[config.mk]
export PLATFORM = sky130hd
export DESIGN_NAME = button_pulse_conditioner_flat
export DESIGN_NICKNAME = d
export VERILOG_FILES = /design/src/rtl/button_pulse_conditioner_pkg.sv /design/src/rtl/button_pulse_conditioner_if.sv /design/src/rtl/button_pulse_conditioner_sync_2ff.sv /design/src/rtl/button_pulse_conditioner.sv /design/src/flat_wrapper.sv
export SDC_FILE = /design/constraint.sdc
export NUM_CORES = 1
export LEC_CHECK = 0
export ABC_AREA = 1
export CORE_ASPECT_RATIO = 1.25
export CORE_MARGIN = 2
export CORE_UTILIZATION = 63
export CTS_BUF_LIST = sky130_fd_sc_hd__clkbuf_4 sky130_fd_sc_hd__clkbuf_8 sky130_fd_sc_hd__clkbuf_16
export DETAILED_ROUTE_END_ITERATION = 10
export MAX_ROUTING_LAYER = met4
export PLACE_DENSITY_LB_ADDON = 0.08
export SYNTH_ARGS = -nofsm -noshare
export SYNTH_HDL_FRONTEND = slang
export SYNTH_HIERARCHICAL = 1
export SYNTH_SLANG_ARGS = --single-unit
export TNS_END_PERCENT = 50
[constraint.sdc]
create_clock -name clk -period 3.5 [get_ports clk]
set_clock_uncertainty 0.05 [all_clocks]
set_input_delay 0.875 -clock clk [delete_from_list [all_inputs] [get_ports clk]]
set_output_delay 0.875 -clock clk [all_outputs]
set_load 0.02 [all_outputs]
[src/rtl/button_pulse_conditioner_pkg.sv]
// Shared types and board constants for the button pulse conditioner and related key logic.
package button_pkg;

  typedef enum logic [1:0] {
    IDLE       = 2'd0,
    DB_PRESS   = 2'd1,
    HELD       = 2'd2,
    DB_RELEASE = 2'd3
  } btn_state_e;

  localparam int unsigned CLK_FREQ_HZ = 50_000_000;

  // 10 ms debounce window and 250 ms auto-repeat period at 50 MHz.
  localparam int unsigned DEFAULT_DEBOUNCE_CYCLES = CLK_FREQ_HZ / 100;
  localparam int unsigned DEFAULT_REPEAT_CYCLES   = CLK_FREQ_HZ / 4;

endpackage

[src/rtl/button_pulse_conditioner_if.sv]
// Key-side signal bundle: raw key in, conditioned pulse/level/count out.
interface button_pulse_conditioner_if;
  logic       btn_raw;
  logic       dec_pulse;
  logic       btn_level;
  logic [7:0] press_cnt;

  modport master (output btn_raw, input dec_pulse, btn_level, press_cnt);
  modport slave  (input btn_raw, output dec_pulse, btn_level, press_cnt);
endinterface

[src/rtl/button_pulse_conditioner_sync_2ff.sv]
// Two-flop synchroniser for asynchronous board inputs, with a configurable reset value.
module sync_2ff #(
  parameter int unsigned          WIDTH     = 1,
  parameter logic [WIDTH-1:0]     RESET_VAL = '0
) (
  input  logic             clk,
  input  logic             rst,
  input  logic [WIDTH-1:0] d,
  output logic [WIDTH-1:0] q
);

  logic [WIDTH-1:0] s1;

  // NOTE: non-blocking assignments make s1 and q behave as two real flops; blocking would collapse them into one.
  always_ff @(posedge clk or negedge rst) begin
    if (!rst) begin
      s1 <= RESET_VAL;
      q  <= RESET_VAL;
    end else begin
      s1 <= d;
      q  <= s1;
    end
  end

endmodule

[src/rtl/button_pulse_conditioner.sv]
// Synchronises and debounces a raw key, emitting one dec_pulse per accepted press.
// Define BUTTON_AUTO_REPEAT_EN to add periodic repeat pulses while the key is held.
module button_pulse_conditioner
  import button_pkg::*;
#(
  parameter int unsigned DEBOUNCE_CYCLES = DEFAULT_DEBOUNCE_CYCLES,
  parameter int unsigned CNT_W           = 20,
  parameter bit          BTN_ACTIVE_LOW  = 1'b1,
  parameter int unsigned REPEAT_CYCLES   = DEFAULT_REPEAT_CYCLES
) (
  input logic                       clk,
  input logic                       rst,
  button_pulse_conditioner_if.slave bus
);

  localparam logic             RELEASED_RAW = BTN_ACTIVE_LOW ? 1'b1 : 1'b0;
  localparam logic [CNT_W-1:0] DB_LAST      = CNT_W'(DEBOUNCE_CYCLES);

  localparam logic [1:0] S_IDLE       = IDLE;
  localparam logic [1:0] S_DB_PRESS   = DB_PRESS;
  localparam logic [1:0] S_HELD       = HELD;
  localparam logic [1:0] S_DB_RELEASE = DB_RELEASE;

  logic             btn_sync;
  logic             p;
  logic [1:0]       state, state_nxt;
  logic [CNT_W-1:0] db_cnt, db_cnt_nxt;
  logic             accept;
  logic             rpt_fire;
  logic             pulse_evt;
  logic             dec_pulse_q;
  logic [7:0]       press_cnt_q;

  // Flops start at the released level so reset never looks like a press.
  sync_2ff #(
    .WIDTH     (1),
    .RESET_VAL (RELEASED_RAW)
  ) u_sync (
    .clk (clk),
    .rst (rst),
    .d   (bus.btn_raw),
    .q   (btn_sync)
  );

  assign p = (btn_sync != RELEASED_RAW);

  // NOTE: every output of this block gets a default first, so no path can infer a latch.
  always_comb begin
    state_nxt  = state;
    db_cnt_nxt = db_cnt;
    accept     = 1'b0;
    case (state)
      S_IDLE: begin
        if (p) begin
          state_nxt  = S_DB_PRESS;
          db_cnt_nxt = CNT_W'(1);
        end
      end
      S_DB_PRESS: begin
        if (!p) begin
          state_nxt  = S_IDLE;
          db_cnt_nxt = '0;
        end else if (db_cnt == DB_LAST) begin
          state_nxt  = S_HELD;
          db_cnt_nxt = '0;
          accept     = 1'b1;
        end else begin
          db_cnt_nxt = db_cnt + CNT_W'(1);
        end
      end
      S_HELD: begin
        if (!p) begin
          state_nxt  = S_DB_RELEASE;
          db_cnt_nxt = CNT_W'(1);
        end
      end
      S_DB_RELEASE: begin
        if (p) begin
          state_nxt  = S_HELD;
          db_cnt_nxt = '0;
        end else if (db_cnt == DB_LAST) begin
          state_nxt  = S_IDLE;
          db_cnt_nxt = '0;
        end else begin
          db_cnt_nxt = db_cnt + CNT_W'(1);
        end
      end
      default: begin
        state_nxt  = S_IDLE;
        db_cnt_nxt = '0;
      end
    endcase
  end

`ifdef BUTTON_AUTO_REPEAT_EN
  localparam int unsigned   RPT_W    = $clog2(REPEAT_CYCLES + 1);
  localparam logic [RPT_W-1:0] RPT_LAST = RPT_W'(REPEAT_CYCLES - 1);

  logic [RPT_W-1:0] rpt_cnt;

  assign rpt_fire = (state == S_HELD) && (rpt_cnt == RPT_LAST);

  // Runs in HELD, holds its value through a release bounce, restarts on any entry to HELD.
  always_ff @(posedge clk or negedge rst) begin
    if (!rst) begin
      rpt_cnt <= '0;
    end else begin
      case (state)
        S_HELD:       rpt_cnt <= rpt_fire ? '0 : rpt_cnt + RPT_W'(1);
        S_DB_RELEASE: if (p) rpt_cnt <= '0;
        default:      rpt_cnt <= '0;
      endcase
    end
  end
`else
  logic unused_rpt_cfg;
  assign unused_rpt_cfg = (REPEAT_CYCLES > 0);
  assign rpt_fire       = 1'b0;
`endif

  assign pulse_evt = accept | rpt_fire;

  always_ff @(posedge clk or negedge rst) begin
    if (!rst) begin
      state       <= S_IDLE;
      db_cnt      <= '0;
      dec_pulse_q <= 1'b0;
      press_cnt_q <= 8'd0;
    end else begin
      state       <= state_nxt;
      db_cnt      <= db_cnt_nxt;
      dec_pulse_q <= pulse_evt;
      if (pulse_evt) press_cnt_q <= press_cnt_q + 8'd1;
    end
  end

  assign bus.dec_pulse = dec_pulse_q;
  assign bus.btn_level = (state == S_HELD) || (state == S_DB_RELEASE);
  assign bus.press_cnt = press_cnt_q;

endmodule
[src/flat_wrapper.sv]
// flat-port wrapper written by rule: the top's interface ports become plain ports
module button_pulse_conditioner_flat import button_pkg::*;
#(
  parameter int unsigned DEBOUNCE_CYCLES = DEFAULT_DEBOUNCE_CYCLES,
  parameter int unsigned CNT_W           = 20,
  parameter bit          BTN_ACTIVE_LOW  = 1'b1,
  parameter int unsigned REPEAT_CYCLES   = DEFAULT_REPEAT_CYCLES
)
  (clk, rst, bus_btn_raw, bus_dec_pulse, bus_btn_level, bus_press_cnt);
  button_pulse_conditioner_if bus_i ();
  input logic clk;
  input logic rst;
  input wire logic [$bits(bus_i.btn_raw)-1:0] bus_btn_raw;
  output wire logic [$bits(bus_i.dec_pulse)-1:0] bus_dec_pulse;
  output wire logic [$bits(bus_i.btn_level)-1:0] bus_btn_level;
  output wire logic [$bits(bus_i.press_cnt)-1:0] bus_press_cnt;
  assign bus_i.btn_raw = bus_btn_raw;
  assign bus_dec_pulse = bus_i.dec_pulse;
  assign bus_btn_level = bus_i.btn_level;
  assign bus_press_cnt = bus_i.press_cnt;
  button_pulse_conditioner #(.DEBOUNCE_CYCLES(DEBOUNCE_CYCLES), .CNT_W(CNT_W), .BTN_ACTIVE_LOW(BTN_ACTIVE_LOW), .REPEAT_CYCLES(REPEAT_CYCLES)) u_core (.clk(clk), .rst(rst), .bus(bus_i));
endmodule
## Yosys cells after proc, flatten, opt, wreduce, memory -nomap -nowiden

Cells that the tools add are included.
W data, S select, Z words.

| word-level totals | value |
|---|---|
| flip-flop bits (word level) | 33 |
| bits of input ports | 3 |
| output and inout port bits | 10 |
| logic and storage cells | 36 |

| operators by class | value |
|---|---|
| add/sub/neg operators | 2 |
| equal/unequal tests | 8 |
| multiplexer cells | 16 |
| reductions and logical operators | 4 |

Operators by type and width:

| kind | count |
|---|---|
| $mux W20 | 5 |
| $pmux W20 S4 | 1 |
| $add A20 B1 Y20 const B | 1 |
| $eq A20 B19 Y1 const B | 1 |
| $mux W2 | 6 |
| $add A8 B1 Y8 const B | 1 |
| $pmux W2 S4 | 1 |
| $ne A3 B2 Y1 const B | 2 |
| $eq A2 B2 Y1 const B | 2 |
| $ne A2 B2 Y1 const B | 2 |
| $reduce_and A4 Y1 | 1 |
| $mux W1 | 3 |
| $eq A2 B1 Y1 const B | 1 |
| $logic_not A2 Y1 | 1 |
| $reduce_and A2 Y1 | 1 |
| $logic_or A1 B1 Y1 | 1 |

## Depth between registers and ports, before layout

| logic depth | value |
|---|---|
| word-level depth | 4 |
| gate-level depth with buffers | 10 |
| depth with buffers taken out | 10 |

## Modules after synthesis

The synthesis kept the hierarchy.

Modules (own cells, without submodules):

| module | times used | cells each | area each (µm²) | sequential area each (µm²) |
|---|---|---|---|---|
| button_pulse_conditioner | 1 | 263 | 1983.2 | 775.7 |
| sync_2ff | 1 | 2 | 52.6 | 52.6 |

## Worst setup path after synthesis

Ideal clock, no wire load.

| timing | value |
|---|---|
| kind | register to register |
| start point | register u_core.db_cnt[0] |
| end point | register u_core.db_cnt[10] |
| library setup time | 0.128 ns |
| arrival time | 1.366 ns |
| data required time | 3.322 ns |
| setup slack | 1.956 ns |
| stages on the path, launching flop included | 11 |
| buffers on the path | 1 |
| period minus slack after synthesis | 1.544 ns |
| path through | dfrtp_1 -> inv_1 -> ha_1 -> inv_1 -> nor2_1 -> nand4_2 -> nor2_4 -> nor2_4 -> buf_8 -> nand3_2 -> o21ai_0 |

| between the ends | value |
|---|---|
| longest elaborated chain between the ends | 4 |
| elaborated cells on any way between the ends | 6 |
| those cells by class | add/sub: 1; eq/ne: 1; mux: 4 |

Ends and longest elaborated chain:

| item | RTL line | RTL |
|---|---|---|
| start, declared | button_pulse_conditioner.sv:27 | `logic [CNT_W-1:0] db_cnt, db_cnt_nxt;` |
| start signal, assigned | button_pulse_conditioner.sv:131 | `db_cnt <= db_cnt_nxt;` |
| $add A20 B1 Y20 or $eq A20 B19 Y1 (tied branches) | n/a |  |
| $mux W20 (*) | button_pulse_conditioner.sv:63, button_pulse_conditioner.sv:81 |  |
| $mux W20 (on tied branches) | button_pulse_conditioner.sv:78, button_pulse_conditioner.sv:60 |  |
| $pmux W20 S4 (*) | button_pulse_conditioner.sv:52 | `case (state)` |

Mark *: on every way between the ends. The rest lies on a longest branch, timed or not.
A chain may end at the register's enable or synchronous reset.

==> metrics.md <==
| Metric | Value |
|---|---|
| CTS tree | `built` |
| Area delta synth->final | `11.43%` |
| # rows | `23` |
| Endpoint kind of the worst setup timing path | `output pin` |
| Drt first-iter violations | `81` |
| Worst-Margin Slew | `between 0.7 and 0.8 ns` |
| Commonest non-fill, non-tap cell in the layout | `sky130_fd_sc_hd__nand2_1` |
| Total inserted antenna cells | `0` |
| Overall routing resource usage | `28.74%` |
| Reg clk slew, reported paths | `0.06 ns` |
| Number of H-tree branching levels | `2` |
| Data required time at the worst endpoint | `about 2.6 ns` |
| Final GP Congestion | `0.9043` |
| Unrepaired setup endpoints after global routing | `false` |
| Status | `finished, final reports clean` |
| Total global routing overflow | `0` |
| Path type of the worst setup path | `reg -> out` |
| Initial core utilization | `between 60% and 70%` |
| Port Buf Inserts | `12` |
| Overall die height | `roughly 68 microns` |
| Mapped Cells | `265` |
| Count of unresolved DRC violations after routing | `0` |
| Total clock sinks | `33` |
| Number of detailed-routing iterations run before antenna repair | `4` |
| Number of storage elements in the synthesis netlist | `33` |
| Maximum buffer depth of the clock tree | `2` |
| Ports placed on the boundary | `13` |
| Library cell contributing the largest single delay on the critical path | `sky130_fd_sc_hd__clkdlybuf4s50_1` |
| Buffer count from post-CTS setup fixing | `0` |
| Largest net degree at the start of global routing | `19` |
| Type of origin of the critical path | `flip-flop` |
| Tmin final | `between 2 and 2.5 ns` |
| Syn Std Cell Area | `around 2000 sq um` |
| Final critical-path share of the clock period | `a little under two thirds` |
| Source-to-sink clock delay at the later pin of the worst-skew pair | `0.28 ns` |
| Wire length of the first global-routing pass | `approximately 7300 microns` |
| Overall die area | `about 3700 sq um` |
| Post-synth cell types | `30` |
| Fillcell total | `around 270` |
| Maximum capacitance violations | `0` |
| Warnings from Yosys | `6` |
| Top achievable clock speed | `about 0.45 GHz` |
| Average wire length per cell after detail routing | `13.29 microns` |
| Number of vias after detailed routing | `1772` |
| HPWL after detailed placement | `3177 microns` |
| Hold buffer count at cts | `0` |
| Via count of the first global-routing pass | `~1700` |
| Routed vias/inst | `about 5.5` |
| Setup Total Neg Slack | `0 ns` |
| Antenna violations before repair | `0` |
| Critical path cell sequence | `clkdlybuf4s50_1` |
| Power density over the cells | `between 400 and 500 nW/um^2` |
| Area of the core region | `roughly 3100 sq um` |
| Leakage component of the power | `about 0.00095 uW` |
| Critical Path Fanout Max | `5` |
| Synthesized area divided by synthesized cell count | `approximately 7.7 sq um` |
| CP bufs+invs | `1` |
| Number of buffers created by CTS | `5` |
| Wirelength, routed | `between 4000 and 5000 microns` |
| Delay contributed by the slowest stage of the critical path | `a little over 0.6 ns` |
| Most used cells in the layout excluding fill and tap cells | `65 x sky130_fd_sc_hd__nand2_1, 34 x sky130_fd_sc_hd__inv_1, 31 x sky130_fd_sc_hd__dfrtp_1, 29 x sky130_fd_sc_hd__nor2_1, 18 x sky130_fd_sc_hd__nand3_1` |
| Count of final hold-check violations | `0` |
| Post-layout utilization of the core | `between 70 and 80%` |
| Worst IR Drop VDD | `around 0.00039 V` |
| Number of nets with antenna violations after routing | `0` |
| Share of post-route cells with drive strength above 1 | `15.90%` |
| Die W | `~55 microns` |
| Setup violations, final | `0` |
| Worst min-delay path class | `reg -> reg` |
| Post-synthesis net count | `between 200 and 300` |
| Layout net count | `288` |
| Register area share after synthesis | `40.69%` |
| Number of cells upsized or downsized after cts | `0` |
| Clk Tree Root Cell | `sky130_fd_sc_hd__clkbuf_8` |
| CP top delay family | `buffers and inverters` |
| Number of pins exceeding their max-slew limit in the final report | `0` |
| Max transition margin | `a little over half` |
| Arr. time, crit path | `1.30 ns` |
## power by group
part,switching (uW),internal (uW)
combinational,193,79.9
clock,132,145
sequential,19.9,405
## cells by family after synthesis
kind of cell               count (synthesis)  synth area share [%]
xor gates and xnor gates                   9                 3.872
and+or+nand+nor                          144                 34.23
buffers and inverters                     43                 8.911
AOI/OAI and AO/OA                         33                 10.45
adders and majority gates                  3                 1.844
DFF                                       33                 40.69
## synth_stat cells (all sizes together)
cell    instances  share of area (%)
a31oi           1               0.31
ha              3                1.8
dfstp           2                2.6
buf             3                1.5
a21oi           7                2.3
dfrtp          31                 38
nor2           35                7.9
o22ai           4                1.2
nor3            6                1.5
xor2            8                3.4
nand3          28                9.3
clkinv          1               0.18
xnor2           1               0.43
nand4           7                2.5
clkbuf          1               0.18
inv            38                7.0
o21ai          21                6.6
nand2          67                 13
or2             1               0.43
## routing by layer
layer / vias up / wire length (microns) / track usage, %
met5: - / 0 / -
met4: 0 / 121 / 13.75
met3: 11 / 147 / 5.752
met2: 38 / 2263 / 48.51
met1: 840 / 1721 / 31.47
li1: 883 / - / -
## sequential cells by signal, indices dropped and copies added (netlist names), named ones only
| signal | count |
|---|---|
| u_core/u_sync/q | 1 |
| u_core/bus.dec_pulse | 1 |
| u_core/bus.press_cnt | 8 |
| u_core/db_cnt | 20 |
| u_core/u_sync/s1 | 1 |
| u_core/state | 1 |
## area by class of cell
cell class,count,area [sq um],share of cell area [%]
tap,37,46.29,2.041
multi-input combinational,189,1026,45.23
inverter,39,146.4,6.453
clock buffer,6,76.32,3.365
clock inverter,2,10.01,0.4413
timing repair buffer,14,135.1,5.957
sequential,33,828.3,36.51
## stage by stage
stage | instances | hold WS, ns | worst slack, ns | total power (uW) | area [sq um]
2_1_floorplan | 265 | 0.2952 | 1.956 | 638.9 | 2036
3_3_place_gp | 312 | 0.2961 | 1.373 | 703.3 | 2182
3_5_place_dp | 312 | 0.2981 | 1.377 | 705.9 | 2182
4_1_cts | 320 | 0.3076 | 1.261 | 983.4 | 2268
5_1_grt | 320 | 0.3183 | 1.217 | 1028 | 2268
6_report | 320 | 0.3068 | 1.272 | 975.0 | 2268
## final timing paths
path                                        from                      end  slack (ns)  cells after the start
worst max register to register  u_core/db_cnt[0]         u_core/db_cnt[2]        1.76                      9
min in group asynchronous                    rst        u_core/db_cnt[10]        0.96                      1
worst max-delay path                   flip-flop            bus_btn_level        1.27                      1
worst min register to register  u_core/u_sync/s1          u_core/u_sync/q        0.31                      0
worst min-delay path            u_core/u_sync/s1          u_core/u_sync/q        0.31                      0
max in group asynchronous                    rst  u_core/bus.press_cnt[6]        1.73                      2
Note: power is estimated with default switching activity, not from simulation.
